[config.mk]
export PLATFORM = sky130hd
export DESIGN_NAME = vector_irq_ctrl
export DESIGN_NICKNAME = d
export VERILOG_FILES = /design/src/rtl/vector_irq_ctrl.sv
export SDC_FILE = /design/constraint.sdc
export NUM_CORES = 1
export LEC_CHECK = 0
export BUFFER_PORTS_ARGS = -buffer_cell sky130_fd_sc_hd__buf_2
export CORE_UTILIZATION = 35
export DETAILED_ROUTE_END_ITERATION = 8
export GPL_ROUTABILITY_DRIVEN = 0
export PLACE_DENSITY = 0.67
export SLEW_MARGIN = 10
export SYNTH_ARGS = -nofsm -noshare
export SYNTH_HDL_FRONTEND = slang
export SYNTH_SLANG_ARGS = --single-unit
export TNS_END_PERCENT = 100
[constraint.sdc]
create_clock -name wb_clk_i -period 1.9 [get_ports wb_clk_i]
set_clock_uncertainty 0.2 [all_clocks]
set_input_delay 0.285 -clock wb_clk_i [delete_from_list [all_inputs] [get_ports wb_clk_i]]
set_output_delay 0.285 -clock wb_clk_i [all_outputs]
set_load 0.03 [all_outputs]
[src/rtl/vector_irq_ctrl.sv]
// ----------------------------------------------------------------------------
// vector_irq_ctrl
//
// Four-source vectored interrupt controller. Level requests from peripherals
// are qualified by per-source enables; the highest-priority pending source
// (lowest index) is offered to the CPU through virq. On the CPU vector-read
// strobe the winner is latched, its vector is driven on ivec with iack, and
// the serviced peripheral receives a single-cycle irq_ack pulse. A one-cycle
// release state separates iack falling from virq rising again.
//
// Ports
//   wb_clk_i   in   1  clock, rising edge
//   wb_rst_i   in   1  synchronous active-high reset
//   irq_req    in   4  level interrupt requests, bit 0 highest priority
//   irq_ie     in   4  per-source enables
//   irq_ack    out  4  one-cycle acknowledge pulse to the serviced source
//   virq       out  1  vectored interrupt request to the CPU
//   istb       in   1  CPU vector-read strobe
//   ivec       out 16  vector bus (zero whenever iack is low)
//   iack       out  1  vector-valid acknowledge to the CPU
// ----------------------------------------------------------------------------
module vector_irq_ctrl #(
   parameter logic [15:0] VEC0   = 16'o000060,
   parameter logic [15:0] VEC1   = 16'o000064,
   parameter logic [15:0] VEC2   = 16'o000100,
   parameter logic [15:0] VEC3   = 16'o000300,
   parameter logic [15:0] DEFVEC = 16'o000000
) (
   input  logic        wb_clk_i,
   input  logic        wb_rst_i,
   input  logic [3:0]  irq_req,
   input  logic [3:0]  irq_ie,
   output logic [3:0]  irq_ack,
   output logic        virq,
   input  logic        istb,
   output logic [15:0] ivec,
   output logic        iack
);

   typedef enum logic [1:0] {
      ST_IDLE = 2'd0,
      ST_REQ  = 2'd1,
      ST_ACK  = 2'd2,
      ST_REL  = 2'd3
   } state_t;

   // Index of the highest-priority (lowest-numbered) pending source.
   // The result is only meaningful when at least one bit is set.
   function automatic logic [1:0] win_idx(input logic [3:0] p);
      logic [1:0] idx;
      if (p[0]) begin
         idx = 2'd0;
      end else if (p[1]) begin
         idx = 2'd1;
      end else if (p[2]) begin
         idx = 2'd2;
      end else begin
         idx = 2'd3;
      end
      return idx;
   endfunction

   // Vector associated with a source index.
   function automatic logic [15:0] vec_of(input logic [1:0] idx);
      logic [15:0] v;
      case (idx)
         2'd0:    v = VEC0;
         2'd1:    v = VEC1;
         2'd2:    v = VEC2;
         2'd3:    v = VEC3;
         default: v = DEFVEC;
      endcase
      return v;
   endfunction

   state_t      state_r;
   state_t      state_nxt_s;
   logic [3:0]  pend_s;
   logic        any_s;
   logic [1:0]  idx_s;
   logic        latch_s;
   logic        virq_r;
   logic        iack_r;
   logic [15:0] ivec_r;
   logic [3:0]  irq_ack_r;
   logic        virq_nxt_s;
   logic        iack_nxt_s;
   logic [15:0] ivec_nxt_s;
   logic [3:0]  irq_ack_nxt_s;

   assign pend_s = irq_req & irq_ie;
   assign any_s  = |pend_s;
   assign idx_s  = win_idx(pend_s);

   // Next-state decode; latch_s marks the edge where the winner is captured.
   always_comb begin
      state_nxt_s = state_r;
      latch_s     = 1'b0;
      case (state_r)
         ST_IDLE: begin
            // A stray strobe in IDLE is answered too, so the CPU never hangs.
            if (istb) begin
               latch_s     = 1'b1;
               state_nxt_s = ST_ACK;
            end else if (any_s) begin
               state_nxt_s = ST_REQ;
            end else begin
               state_nxt_s = ST_IDLE;
            end
         end
         ST_REQ: begin
            if (istb) begin
               latch_s     = 1'b1;
               state_nxt_s = ST_ACK;
            end else if (!any_s) begin
               state_nxt_s = ST_IDLE;
            end else begin
               state_nxt_s = ST_REQ;
            end
         end
         ST_ACK: begin
            if (!istb) begin
               state_nxt_s = ST_REL;
            end else begin
               state_nxt_s = ST_ACK;
            end
         end
         ST_REL: begin
            state_nxt_s = ST_IDLE;
         end
         default: begin
            state_nxt_s = ST_IDLE;
         end
      endcase
   end

   // Output decode: values the registered outputs take on the next edge.
   always_comb begin
      virq_nxt_s    = (state_nxt_s == ST_REQ);
      iack_nxt_s    = (state_nxt_s == ST_ACK);
      ivec_nxt_s    = 16'd0;
      irq_ack_nxt_s = 4'd0;
      if (latch_s) begin
         if (any_s) begin
            ivec_nxt_s    = vec_of(idx_s);
            irq_ack_nxt_s = 4'b0001 << idx_s;
         end else begin
            ivec_nxt_s    = DEFVEC;
            irq_ack_nxt_s = 4'd0;
         end
      end else if (state_nxt_s == ST_ACK) begin
         // Vector stays frozen for the whole ACK phase.
         ivec_nxt_s    = ivec_r;
         irq_ack_nxt_s = 4'd0;
      end else begin
         ivec_nxt_s    = 16'd0;
         irq_ack_nxt_s = 4'd0;
      end
   end

   // State and output registers with synchronous reset.
   always_ff @(posedge wb_clk_i) begin
      if (wb_rst_i) begin
         state_r   <= ST_IDLE;
         virq_r    <= 1'b0;
         iack_r    <= 1'b0;
         ivec_r    <= 16'd0;
         irq_ack_r <= 4'd0;
      end else begin
         state_r   <= state_nxt_s;
         virq_r    <= virq_nxt_s;
         iack_r    <= iack_nxt_s;
         ivec_r    <= ivec_nxt_s;
         irq_ack_r <= irq_ack_nxt_s;
      end
   end

   assign virq    = virq_r;
   assign iack    = iack_r;
   assign ivec    = ivec_r;
   assign irq_ack = irq_ack_r;

endmodule

; Word-level counts from Yosys, hierarchy flattened
; Cells that the tools add are included.
[totals]
regBits = 24
out_inout_bits = 22
elab_cells = 36
[op_classes]
n_eq_ne = 9
shift = 1
muxes = 13
bitwise_logic = 3
reduce_logical = 5
[ops]
columns = op, count
row1 = one-hot mux 16 bit (4 select lines), 1
row2 = two-way mux 16 bit, 3
row3 = "equality test 2 bit, second input constant", 5
row4 = "equality test 2 x 1 -> 1 bit, second input constant", 3
row5 = two-way mux 2 bit, 3
row6 = one-hot mux 2 bit (3 select lines), 1
row7 = two-way mux 1 bit, 5
row8 = AND 4 bit, 1
row9 = logical NOT 2 bit, 2
row10 = OR reduction 4 bit, 1
row11 = "left shift 1 x 2 -> 4 bit, first input constant", 1
row12 = OR reduction 3 bit, 1
row13 = "inequality test 2 bit, second input constant", 1
row14 = inverter 1 bit, 2
row15 = OR reduction 2 bit, 1

; Longest topological paths before layout
[depth]
depth_word = 8
mapped_depth = 4

; Worst setup path before layout
; Ideal clock, no wire load.
[synth_path]
kind = register to register
from = register state_r[1]
to = register ivec_r[7] (netlist: ivec[7])
setup_ns = 0.067
arrival_ns = 1.029
slack_ns = 0.604
stages_incl_launch_ff = 4
n_path_buf = 0
synth_period_minus_slack_ns = 1.296
path_cell_list = dfxtp_1 > nand2b_4 > or3b_4 > o21ai_2
[synth_between]
elab_chain_cells = 5
[synth_rtl]
columns = element, line_no
row1 = "start, declared", 76  ; state_t state_r;
row2 = "start signal, assigned", 170  ; state_r <= state_nxt_s;
row3 = equality test 2 x 1 -> 1 bit or logical NOT 2 bit (tied branches), 99  ; case (state_r)
row4 = OR reduction 2 bit (no line), -
row5 = one-hot mux 2 bit (3 select lines), 99
row6 = equality test 2 bit, 151  ; end else if (state_nxt_s == ST_ACK) begin
row7 = inequality test 2 bit (no line), -
row8 = "end signal, assigned", 173  ; ivec_r <= ivec_nxt_s;
row9 = "end, declared", 84  ; logic [15:0] ivec_r;
; Parallel ways exist; a longest one is shown, timed or not.
; A chain may end at the register's enable or synchronous reset.

; Final worst setup path
; Ends and elaborated chain as after synthesis.

==> impl_metrics.ini <==
[routing]
wl_met1_um = 365
wirelength_um = 877
vias_per_cell = 4.674
wl_met3_um = 84
antenna_left = 0
num_vias = 444
drc = 0
wl_met2_um = 396
top_layer_used = met4
first_pass_iters = 4
routedWlPerCell_um = 9.232
drt_iter0_drc = 5

[synth]
synthCells = 57
synth-seq-cells = 12
ys.flop_type = dfxtp_1
netlist_area_sq_um = 556.8
yosys_warnings = 0
seq_area_frac_synth = 0.4315
postSynthAreaPerCell_sq_um = 9.768
synth.distinct_cells = 25
synth_edf_count = 0
async_flop_share = 0

[clock_network]
hold_buffers = 0
cts-root-buf = clkbuf_4
numCtsBuffers = 3
h-tree-depth = 1
cts_setup_buffers = 0
clock_sinks = 12
insertion_delay_ns = 0.27
clk_pin_slew_worst_paths_ns = 0.08
cts_resized = 0
cts_tree = done
cts_buffer_depth = 2

[grt]
grt_pass1_vias = 337
grt_pass1_wl_um = 1352
antenna_found_initial = 0
grt_use_total = 0.1069
grt_max_degree = 11
grt_overflow = 0

[critical_path]
cp_cell_sequence = nand2b_4 > or3b_4 > o21ai_2
worst_path_max_delay_cell = or3b_4
cp_slowest_stage_delay_ns = 0.43
critPathLaunchType = flop
arrival_ns = 1.39
worstPathMaxFanout = 8
crit_buf_inv = 0
endpoint_kind = flop
path_class = flop to flop
rrSetupSlack_ns = 0.52
critPathTopFamily = simple AND/OR/NAND/NOR gates
crit_required_ns = 1.91

[placed_design]
place_inst = 91
io_buffers = 21
dp_hpwl_um = 685.1
placed_cell_area_sq_um = 624.3

[pwr]
seq_power_share = 0.467
switchingPower_uw = 164.1
leakagePower_nw = 0.3366
power_frac_clock = 0.352
p_per_area_nw_per_um2 = 868.4
p_sw_frac = 0.2861
combPwrFrac = 0.181
irDropWorstVdd_mv = 0.3381
p_int_uw = 409.6

[cells_and_area]
diodes = 0
layout_common_cells = 21 x buf_2, 12 x dfxtp_1, 11 x conb_1
area_delta_synth_final_pct = 18.65
instances_no_fill = 95
register_area_sq_um = 240.2
fin_util = 0.4437
layout_commonest_cell = buf_2
multi_input_area_sq_um = 251.5
layout-drive-gt1-share = 0.3924
nets = 91
fin_area_sq_um = 660.6
fill_cells = 156

[worst_hold_path]
hold_class = primary input to flop

[die]
die_h_um = 41.89
top_level_ports = 33
std_cell_rows = 14
die_area_sq_um = 1754
initial_core_util = 0.3739
die_x_um = 41.89
coreArea_sq_um = 1489

[timing]
rsz0062_at_grt = no
setup_viol = 0
fin_crit_ns = 1.378
hold_viol = 0
maxClockFrequency_ghz = 0.7258
finalSetupTns_ns = 0
drv_slew = 0
min_period_over_period = 0.7252

[status]
status = complete, no violations

[run]
maxCapViolCount = 0
==> sequential cells by signal, indices dropped and copies added, names as in the netlist <==
name	flops
state_r	2
virq	1
irq_ack	4
ivec	4
iack	1
==> per-layer routing <==
layer / global-route usage / vias to the layer above
li1: - / 217
met1: 0.1247 / 199
met2: 0.1500 / 23
met3: 0.03913 / 5
met4: 0.09677 / 0
met5: 0 / -
==> final timing paths <==
path              startpoint         end  cells past startpoint
setup / recovery  state_r[1]     ivec[7]                      3
hold / removal     irq_ie[2]  irq_ack[2]                      3
setup reg to reg  state_r[1]     ivec[7]                      3
hold reg to reg      ivec[7]     ivec[7]                      2
==> area by class of cell <==
class,instances,area share
clock buffers,4,0.05492
flip-flops and latches,12,0.3636
inverters,2,0.01136
well taps,16,0.03030
multi-input cells,40,0.3807
repair buffers,21,0.1591
==> power by group through the flow <==
stage          Sequential (mW)  Combinational, mW  Clock (mW)
3_3_place_gp             0.274              0.103           0
2_1_floorplan            0.287             0.0824           0
4_1_cts                  0.268              0.104       0.206
6_report                 0.268              0.104       0.202
3_5_place_dp             0.274              0.104           0
5_1_grt                  0.269              0.111       0.219
==> logic make-up after synthesis <==
group / Yosys count / share of synthesized area
and+or+nand+nor: 18 / 0.2045
buffers and inverters: 15 / 0.1843
other: 1 / 0.006735
AOI/OAI and AO/OA: 11 / 0.1731
DFF: 12 / 0.4315
==> metrics by stage <==
| stage | power, mW | hold slack, ns | setup WS, ns |
|---|---|---|---|
| detailed placement | 0.3779 | 0.2418 | 0.4433 |
| finish | 0.5737 | 0.06731 | 0.5222 |
| CTS | 0.5787 | 0.06032 | 0.5234 |
| global route | 0.5995 | 0.08312 | 0.4746 |
| floorplan | 0.3689 | 0.1747 | 0.6040 |
| global placement | 0.3768 | 0.2391 | 0.4632 |
==> synthesized netlist by cell type, types with 2 or more instances <==
cell type   n  area [sq um]
dfxtp_1    12         240.2
a21oi_1     2         10.01
buf_4      12         90.09
nand2_1     6         22.52
o21ai_2     2         17.52
inv_1       2         7.510
nor2_1      3         11.26
==> worst register-to-register path, cell delays in order, from the launching register on <==
cell and delay [ns]:
dfxtp_1 0.36, nand2b_4 0.18, or3b_4 0.43, o21ai_2 0.14
Note: power is estimated with default switching activity, not from simulation.
